### src/rtl/alu_pkg.sv
// Shared ALU response definitions: op codes, result width, response payload and flag helpers.
package alu_pkg;

  localparam int unsigned ALU_W  = 16;
  localparam int unsigned OP_W   = 3;
  localparam int unsigned STAT_W = 16;

  typedef enum logic [OP_W-1:0] {
    ADD = 3'd0,
    SUB = 3'd1,
    AND = 3'd2,
    OR  = 3'd3,
    XOR = 3'd4
  } alu_op_e;

  typedef struct packed {
    logic [ALU_W-1:0] res;
    logic [OP_W-1:0]  op;
    logic             c;
    logic             z;
    logic             n;
    logic             e;
  } alu_resp_t;

  localparam int unsigned RESP_W = $bits(alu_resp_t);

  // Codes above XOR are flagged illegal but keep the ADD carry rule.
  function automatic alu_resp_t derive_resp(input logic [OP_W-1:0] ctrl,
                                            input logic [ALU_W:0]  res);
    alu_resp_t r;
    r.res = res[ALU_W-1:0];
    r.op  = ctrl;
    r.z   = (res[ALU_W-1:0] == ALU_W'(0));
    r.n   = res[ALU_W-1];
    r.e   = (ctrl > OP_W'(XOR));
    r.c   = res[ALU_W] & ~(ctrl inside {OP_W'(AND), OP_W'(OR), OP_W'(XOR)});
    return r;
  endfunction

  function automatic logic [STAT_W-1:0] sat_inc(input logic [STAT_W-1:0] v);
    return (v == {STAT_W{1'b1}}) ? v : v + STAT_W'(1);
  endfunction

endpackage

### src/rtl/alu_resp_fifo.sv
// Generic synchronous in-order FIFO; DEPTH must be a power of two (>= 2).
module alu_resp_fifo #(
  parameter  int unsigned WIDTH = 8,
  parameter  int unsigned DEPTH = 4,
  localparam int unsigned PTR_W = $clog2(DEPTH),
  localparam int unsigned CNT_W = PTR_W + 1
) (
  input  logic             clk_i,
  input  logic             rst_i,
  input  logic             push_i,
  input  logic             pop_i,
  input  logic [WIDTH-1:0] wdata_i,
  output logic [WIDTH-1:0] rdata_o,
  output logic             full_o,
  output logic             empty_o,
  output logic [CNT_W-1:0] count_o
);

  logic [WIDTH-1:0] mem_q [DEPTH];
  logic [PTR_W-1:0] wr_ptr_q, wr_ptr_d;
  logic [PTR_W-1:0] rd_ptr_q, rd_ptr_d;
  logic [CNT_W-1:0] count_q, count_d;
  logic             push_ok;
  logic             pop_ok;

  assign full_o  = (count_q == CNT_W'(DEPTH));
  assign empty_o = (count_q == CNT_W'(0));
  assign count_o = count_q;
  assign rdata_o = mem_q[rd_ptr_q];

  // A full FIFO refuses a push even when a pop happens in the same cycle.
  assign push_ok = push_i & ~full_o;
  assign pop_ok  = pop_i & ~empty_o;

  always_comb begin
    wr_ptr_d = wr_ptr_q;
    rd_ptr_d = rd_ptr_q;
    count_d  = count_q;
    if (push_ok) wr_ptr_d = wr_ptr_q + PTR_W'(1);
    if (pop_ok)  rd_ptr_d = rd_ptr_q + PTR_W'(1);
    case ({push_ok, pop_ok})
      2'b10:   count_d = count_q + CNT_W'(1);
      2'b01:   count_d = count_q - CNT_W'(1);
      default: count_d = count_q;
    endcase
  end

  always_ff @(posedge clk_i) begin
    if (rst_i) begin
      wr_ptr_q <= '0;
      rd_ptr_q <= '0;
      count_q  <= '0;
    end else begin
      wr_ptr_q <= wr_ptr_d;
      rd_ptr_q <= rd_ptr_d;
      count_q  <= count_d;
    end
  end

  // Storage needs no reset: the head is only observed while count is nonzero.
  always_ff @(posedge clk_i) begin
    if (push_ok && !rst_i) mem_q[wr_ptr_q] <= wdata_i;
  end

endmodule

### src/rtl/alu_resp_buf.sv
// Response buffer behind alu_16b: derives flags at push time and queues results for a valid/ready consumer.
// Optional push/carry/zero statistics counters are enabled with ALU_RESP_STATS_EN.
module alu_resp_buf
  import alu_pkg::*;
#(
  parameter  int unsigned DEPTH = 4,
  localparam int unsigned CNT_W = $clog2(DEPTH) + 1
) (
  input  logic              clk_i,
  input  logic              rst_i,
  input  logic              valid_i,
  output logic              ready_o,
  input  logic [OP_W-1:0]   ctrl_i,
  input  logic [ALU_W:0]    res_i,
  output logic              valid_o,
  input  logic              ready_i,
  output logic [ALU_W-1:0]  res_o,
  output logic [OP_W-1:0]   op_o,
  output logic              flag_c_o,
  output logic              flag_z_o,
  output logic              flag_n_o,
  output logic              flag_e_o,
  output logic [CNT_W-1:0]  count_o
`ifdef ALU_RESP_STATS_EN
  ,
  input  logic              stat_clr_i,
  output logic [STAT_W-1:0] stat_push_cnt_o,
  output logic [STAT_W-1:0] stat_carry_cnt_o,
  output logic [STAT_W-1:0] stat_zero_cnt_o
`endif
);

  alu_resp_t         resp_in;
  alu_resp_t         resp_head;
  alu_resp_t         resp_out;
  logic [RESP_W-1:0] fifo_rdata;
  logic              fifo_full;
  logic              fifo_empty;
  logic              push;
  logic              pop;

  assign resp_in = derive_resp(ctrl_i, res_i);

  // Handshakes depend only on registered occupancy, never on ready_i.
  assign ready_o = ~fifo_full;
  assign valid_o = ~fifo_empty;
  assign push    = valid_i & ready_o;
  assign pop     = valid_o & ready_i;

  alu_resp_fifo #(
    .WIDTH (RESP_W),
    .DEPTH (DEPTH)
  ) u_fifo (
    .clk_i   (clk_i),
    .rst_i   (rst_i),
    .push_i  (push),
    .pop_i   (pop),
    .wdata_i (resp_in),
    .rdata_o (fifo_rdata),
    .full_o  (fifo_full),
    .empty_o (fifo_empty),
    .count_o (count_o)
  );

  assign resp_head = alu_resp_t'(fifo_rdata);
  assign resp_out  = valid_o ? resp_head : '0;

  assign res_o    = resp_out.res;
  assign op_o     = resp_out.op;
  assign flag_c_o = resp_out.c;
  assign flag_z_o = resp_out.z;
  assign flag_n_o = resp_out.n;
  assign flag_e_o = resp_out.e;

`ifdef ALU_RESP_STATS_EN
  logic [STAT_W-1:0] stat_push_q, stat_push_d;
  logic [STAT_W-1:0] stat_carry_q, stat_carry_d;
  logic [STAT_W-1:0] stat_zero_q, stat_zero_d;

  // Saturating counters; clear wins over a same-cycle increment.
  always_comb begin
    stat_push_d  = stat_push_q;
    stat_carry_d = stat_carry_q;
    stat_zero_d  = stat_zero_q;
    if (stat_clr_i) begin
      stat_push_d  = '0;
      stat_carry_d = '0;
      stat_zero_d  = '0;
    end else if (push) begin
      stat_push_d = sat_inc(stat_push_q);
      if (resp_in.c) stat_carry_d = sat_inc(stat_carry_q);
      if (resp_in.z) stat_zero_d  = sat_inc(stat_zero_q);
    end
  end

  always_ff @(posedge clk_i) begin
    if (rst_i) begin
      stat_push_q  <= '0;
      stat_carry_q <= '0;
      stat_zero_q  <= '0;
    end else begin
      stat_push_q  <= stat_push_d;
      stat_carry_q <= stat_carry_d;
      stat_zero_q  <= stat_zero_d;
    end
  end

  assign stat_push_cnt_o  = stat_push_q;
  assign stat_carry_cnt_o = stat_carry_q;
  assign stat_zero_cnt_o  = stat_zero_q;
`endif

endmodule

### config.mk
export PLATFORM = sky130hd
export DESIGN_NAME = alu_resp_buf
export DESIGN_NICKNAME = d
export VERILOG_FILES = /design/src/rtl/alu_pkg.sv /design/src/rtl/alu_resp_fifo.sv /design/src/rtl/alu_resp_buf.sv
export SDC_FILE = /design/constraint.sdc
export NUM_CORES = 1
export LEC_CHECK = 0
export ABC_AREA = 0
export ABC_CLOCK_PERIOD_IN_PS = 3540
export CAP_MARGIN = 20
export CELL_PAD_IN_SITES_DETAIL_PLACEMENT = 1
export CELL_PAD_IN_SITES_GLOBAL_PLACEMENT = 2
export CORE_MARGIN = 4
export CORE_UTILIZATION = 41
export DETAILED_ROUTE_END_ITERATION = 10
export GPL_TIMING_DRIVEN = 1
export PLACE_DENSITY_LB_ADDON = 0.2
export SYNTH_ARGS = -nofsm -noshare
export SYNTH_HDL_FRONTEND = slang
export SYNTH_SLANG_ARGS = --single-unit
### constraint.sdc
create_clock -name clk_i -period 3.54 [get_ports clk_i]
set_clock_uncertainty 0.1 [all_clocks]
set_input_delay 0.708 -clock clk_i [delete_from_list [all_inputs] [get_ports clk_i]]
set_output_delay 0.708 -clock clk_i [all_outputs]
set_load 0.01 [all_outputs]
==> impl_metrics.py, run 1 <==
metrics = {
    "status": {
        "status": "finished, final reports clean",
    },
    "route": {
        "wl_per_cell_um": 18.7,
        "dr_total_vias": 1995,
        "wl_met2_um": 3830,
        "dr.pass1.iters": 4,
        "routed_via_density": 5.03,
        "drtAntennaViolNets": 0,
        "drc": 0,
        "topRoutingLayerUsed": "met4",
        "wl_met1_um": 3350,
        "wl_um": 7410,
        "first_iter_violations": 49,
        "wl_met3_um": 165,
    },
    "logic_synthesis": {
        "yosysSeqAreaShare": 0.721,
        "synthTopCellsByArea": "edfxtp_1, mux4_2, dfxtp_1",
        "synth_area_mm2": 0.00391,
        "synth_top_area_share": 0.675,
        "ys.flop_type": "edfxtp_1",
        "synth_cells": 203,
        "synth_edf_count": 88,
        "async_flop_share": 0,
        "synth.net_count": 233,
        "yosysWarnings": 0,
        "synth_cell_type_count": 31,
        "yosysTopAreaCell": "edfxtp_1",
        "syn_area_per_cell_um2": 19.3,
        "ys_ff_latch": 97,
    },
    "setup_path": {
        "critPathArrivalTime_ns": 2.29,
        "rr_endpoint": "u_fifo.count_o[2]$_SDFFE_PP0P_",
        "endpoint_kind": "primary output",
        "start_kind": "flop",
        "rr_startpoint": "u_fifo.count_o[2]$_SDFFE_PP0P_",
        "worst_ep_required_time_ns": 2.73,
        "worstSetupPathType": "flop to primary output",
        "r2r_cells": 9,
        "path_max_fanout": 22,
        "r2r_slack_ns": 0.91,
    },
    "clock_network": {
        "post-cts-setup-buffers": 0,
        "clk_pin_slew_ns": 0.08,
        "clkLatencyLatePin_ns": 0.34,
        "cts_hold_buf": 0,
        "cts_resized": 0,
        "h-tree-depth": 3,
        "clock_tree.buffer_depth": 2,
        "tritoncts": "built",
        "cts_buffers": 9,
        "cts_root_buf": "clkbuf_8",
        "cts.sinks": 97,
    },
    "global_routing": {
        "grt_pass1_wl_um": 12200,
        "grtUsageTotal": 0.143,
        "antenna_found_initial": 0,
        "overflow": 0,
        "grt_pass1_vias": 2274,
        "grt_max_degree": 26,
    },
    "timing": {
        "tns_ns": 0,
        "maxSlewViolCount": 0,
        "setup_violations": 0,
        "hold_violations": 0,
        "tightest_slew_ns": 0.570,
        "fin_crit_ns": 3.10,
        "slew-limit-headroom": 0.619,
        "clock.fmax_mhz": 323,
        "rsz0062_at_grt": "no",
        "finalCritPeriodShare": 0.875,
        "setup_slack_ns": 0.444,
    },
    "floorplan": {
        "start_util": 0.421,
        "pin_count": 52,
        "die_height_um": 106,
        "die_w_um": 106,
        "core_area_mm2": 0.00928,
        "row_count": 35,
        "die-area_mm2": 0.0112,
    },
    "finish": {
        "ff_latch_area_mm2": 0.00282,
        "antenna_cells": 0,
        "mostFrequentLayoutCells": "edfxtp_1, clkdlybuf4s50_1, and2b_1",
        "layout-drive-gt1-share": 0.160,
        "nets": 294,
        "n_fill_cell": 884,
        "multiInputGateArea_mm2": 0.00103,
        "layout_commonest_cell": "edfxtp_1",
        "syn_to_final_growth_pct": 23.0,
    },
    "power_and_ir_drop": {
        "fin_total_pwr_mw": 3.24,
        "p_per_area_mw_per_mm2": 673,
        "leakagePower_nw": 1.60,
        "ir_worst_vdd_mv": 0.340,
    },
    "placement": {
        "dp_hpwl_um": 4720,
        "port_buffers": 51,
        "routabilityCongestion": 0.696,
        "pre_cts_slack_ns": 0.651,
    },
    "worst_hold_path": {
        "min_path_type": "flop to flop",
        "worstHoldStart": "u_fifo.rd_ptr_q[1]$_SDFFE_PP0N_",
        "holdPathStages": 2,
    },
    "run": {
        "cap_violations": 0,
    },
}
[cells in the mapped netlist (3+ instances only)]
master / n
xor2_1: 3
mux4_2: 16
mux4_1: 6
inv_1: 10
nor2b_1: 5
o21ai_0: 3
nor3b_1: 4
dfxtp_1: 9
clkbuf_1: 3
ha_1: 5
nor4_1: 4
a21oi_1: 3
edfxtp_1: 88
nor2_1: 7
and2b_1: 17
[report_power, final]
part | switching [mW] | total [mW] | internal [mW]
sequential | 0.0500 | 1.39 | 1.34
clock | 0.355 | 0.677 | 0.322
combinational | 0.507 | 1.17 | 0.667
total | 0.912 | 3.24 | 2.32
[layer usage]
metal  up-vias  track usage
met5         -            0
met4         0       0.0527
met3         7       0.0214
met2        35        0.236
met1      1040        0.194
li1        913            -
[per-stage QoR]
stage / cells / cell area, µm² / hold slack, ns / util
2_1_floorplan: 203 / 3910 / 0.359 / -
3_3_place_gp: 382 / 4630 / 0.369 / 0.498
3_5_place_dp: 382 / 4630 / 0.402 / 0.498
4_1_cts: 397 / 4810 / 0.416 / 0.518
5_1_grt: 397 / 4810 / 0.444 / 0.518
6_report: 397 / 4810 / 0.406 / 0.518
[worst max-delay path: stages, from the launching register on]
cell             delay, ns
dfxtp_1               0.31
buf_4                 0.38
mux4_1                0.62
and2b_1               0.17
clkdlybuf4s50_1       0.48
[final cells by class]
type                       instances  share of cell area
tap                              129              0.0336
clock buffer                      10              0.0265
clock inverter                     5              0.0120
timing repair buffer              58               0.120
multi-input combinational         88               0.214
inverter                          10             0.00780
sequential                        97               0.587
[worst max path at each step]
stage	to	slack, ns	depth (start not counted)
floorplan	u_fifo.mem_q[1][0]$_DFFE_PP_	0.39	3
global placement	u_fifo.count_o[2]$_SDFFE_PP0P_	0.71	9
detailed placement	u_fifo.count_o[2]$_SDFFE_PP0P_	0.65	9
CTS	res_o[0]	0.37	4
global route	res_o[0]	0.28	4
finish	res_o[6]	0.44	4
[registers in the layout, indices dropped and copies added (netlist names), named ones only]
signal           cells
u_fifo.mem_q        88
u_fifo.count_o       3
u_fifo.rd_ptr_q      2
u_fifo.wr_ptr_q      2
[cell families (layout without fill, tap and decap cells)]
kind of cell,count (synthesis),after routing,share of synthesized area
buffers and inverters,18,83,0.0221
AO/OA/AOI/OAI,9,9,0.0131
XOR/XNOR,3,3,0.00672
flip-flops,97,97,0.721
adder cells (fa/ha/maj),6,6,0.0211
AND/OR/NAND/NOR,46,46,0.0767
multiplexers,24,24,0.139
Note: power is estimated with default switching activity, not from simulation.
==> inputs of run 2 (changes only) <==
HOLD_SLACK_MARGIN = 0.12   (was not set)
==> results of run 2 <==
The final DEF is identical to that of run 1; final timing and power are the same.
==> inputs of run 3 (changes only) <==
REMOVE_ABC_BUFFERS = 1   (was not set)
==> run 3 against run 2 <==
Against the previous run:
- register-to-register slack about the same
- sequential power about the same
- utilization grew 0.40 points
- wire length grew 3.7%
- count of clock-buffer cells in the layout rose by 1
- global-route usage increased by 0.062 points
- critical path depth stayed put
- combinational power about the same
- critical path type unchanged
- largest cell class unchanged
- largest power group unchanged
==> impl_metrics.py, run 3 (synthesis results as in run 1) <==
metrics = {
    "status": {
        "status": "finished, final reports clean",
    },
    "global_routing": {
        "overflow": 0,
        "grt_max_degree": 26,
        "top_usage_layer": "met2",
        "antenna_found_initial": 0,
        "grtUsageTotal": 0.144,
        "grt_pass1_wl_um": 12100,
        "met1_usage": 0.193,
        "met3_usage": 0.0325,
        "grt_pass1_vias": 2153,
        "use_met2": 0.235,
    },
    "finish": {
        "nets": 298,
        "fin_util": 0.522,
        "n_fill_cell": 893,
        "mostFrequentLayoutCells": "edfxtp_1, clkdlybuf4s50_1, and2b_1",
        "largest_reg_flops": 88,
        "largest-register": "u_fifo.mem_q",
        "layout_commonest_cell": "edfxtp_1",
        "layout-drive-gt1-share": 0.179,
        "antenna_cells": 0,
        "syn_to_final_growth_pct": 23.9,
    },
    "timing": {
        "fin_crit_ns": 3.00,
        "tns_ns": 0,
        "clock.fmax_mhz": 333,
        "whs_ns": 0.413,
        "setup_violations": 0,
        "rsz0062_at_grt": "no",
        "setup_slack_ns": 0.537,
        "tightest_slew_ns": 0.565,
        "slew-limit-headroom": 0.622,
        "hold_violations": 0,
        "maxSlewViolCount": 0,
        "finalCritPeriodShare": 0.848,
    },
    "route": {
        "dr.pass1.iters": 4,
        "drc": 0,
        "dr_total_vias": 2001,
        "wl_per_cell_um": 19.1,
        "drtAntennaViolNets": 0,
        "wl_um": 7690,
        "first_iter_violations": 70,
        "routed_via_density": 4.98,
    },
    "setup_path": {
        "worstSetupPathType": "flop to primary output",
        "crit_slowest_cell": "mux4_1",
        "worst_ep_required_time_ns": 2.73,
        "rr_startpoint": "u_fifo.count_o[2]$_SDFFE_PP0P_",
        "worstPathCellList": "buf_4 > mux4_1 > and2b_1 > clkdlybuf4s50_1",
        "rr_endpoint": "u_fifo.count_o[2]$_SDFFE_PP0P_",
        "r2r_cells": 9,
        "slowest_delay_ns": 0.58,
        "critPathArrivalTime_ns": 2.20,
        "r2r_slack_ns": 0.90,
        "start_kind": "flop",
        "path_max_fanout": 12,
        "endpoint_kind": "primary output",
    },
    "floorplan": {
        "row_count": 35,
        "die_height_um": 106,
        "pin_count": 52,
        "die_w_um": 106,
        "core_area_mm2": 0.00928,
        "start_util": 0.421,
        "die-area_mm2": 0.0112,
    },
    "clock_network": {
        "cts_resized": 0,
        "cts.sinks": 97,
        "cts_root_buf": "clkbuf_8",
        "cts_hold_buf": 0,
        "post-cts-setup-buffers": 0,
        "h-tree-depth": 3,
        "cts_buffers": 9,
        "clkLatencyLatePin_ns": 0.35,
        "tritoncts": "built",
        "clk_pin_slew_ns": 0.09,
        "clock_tree.buffer_depth": 2,
    },
    "worst_hold_path": {
        "min_path_type": "flop to flop",
        "worstHoldStart": "u_fifo.rd_ptr_q[1]$_SDFFE_PP0N_",
        "holdPathStages": 2,
    },
    "power_and_ir_drop": {
        "ir_worst_vdd_mv": 0.283,
        "leakagePower_nw": 1.63,
        "p_per_area_mw_per_mm2": 681,
        "fin_total_pwr_mw": 3.30,
    },
    "placement": {
        "routabilityCongestion": 0.656,
        "port_buffers": 51,
        "dp_hpwl_um": 4960,
        "pre_cts_slack_ns": 0.657,
    },
    "run": {
        "cap_violations": 0,
    },
}
[run 3: cell count changes in the layout (fill, tap and decap cells not counted)]
cell        previous run  this run
buf_4                  6        11
clkinv_4               1         2
clkinvlp_4             2         1
clkinv_1               1         0
clkbuf_8               9        10
buf_12                 1         0
inv_6                  0         1
[run 3: power breakdown]
part | internal (mW) | leakage, nW | total, mW | switching (mW)
Sequential | 1.33 | 0.872 | 1.38 | 0.0488
Combinational | 0.672 | 0.658 | 1.18 | 0.510
Clock | 0.352 | 0.100 | 0.736 | 0.385
[run 3: through the flow]
stage                     cells  area (µm²)
after floorplan             195        3860
after global placement      386        4640
after detailed placement    386        4640
after CTS                   402        4850
after global routing        402        4850
final                       402        4850
[run 3: final cells by class]
class / count / area (µm²) / share of cell area
Tap cell: 129 / 161 / 0.0333
Sequential cell: 97 / 2820 / 0.582
Clock inverter: 5 / 63.8 / 0.0132
Multi-Input combinational cell: 88 / 1030 / 0.212
Timing Repair Buffer: 62 / 593 / 0.122
Inverter: 10 / 37.5 / 0.00774
Clock buffer: 11 / 141 / 0.0292
[run 3: how the worst max path moves through the flow]
| stage | start | to | slack, ns | cells after the start |
|---|---|---|---|---|
| finish | flop | res_o[0] | 0.54 | 4 |
| global route | flop | res_o[0] | 0.42 | 4 |
| CTS | flop | res_o[0] | 0.49 | 4 |
| detailed placement | valid_i | u_fifo.count_o[2]$_SDFFE_PP0P_ | 0.66 | 9 |
| global placement | valid_i | u_fifo.count_o[2]$_SDFFE_PP0P_ | 0.70 | 9 |
| floorplan | valid_i | u_fifo.mem_q[1][0]$_DFFE_PP_ | 0.39 | 3 |
[run 3: layer usage]
metal / vias to the layer above / wire length, µm
met2: 44 / 3840
met1: 1028 / 3370
met4: 0 / 107
met5: - / 0
li1: 920 / -
met3: 9 / 361
[run 3: critical path, delay by kind of cell, from the launching register on]
family | cells | cell delay, ns
simple gates | 1 | 0.19
mux | 1 | 0.58
flops | 1 | 0.34
buf+inv | 2 | 0.75
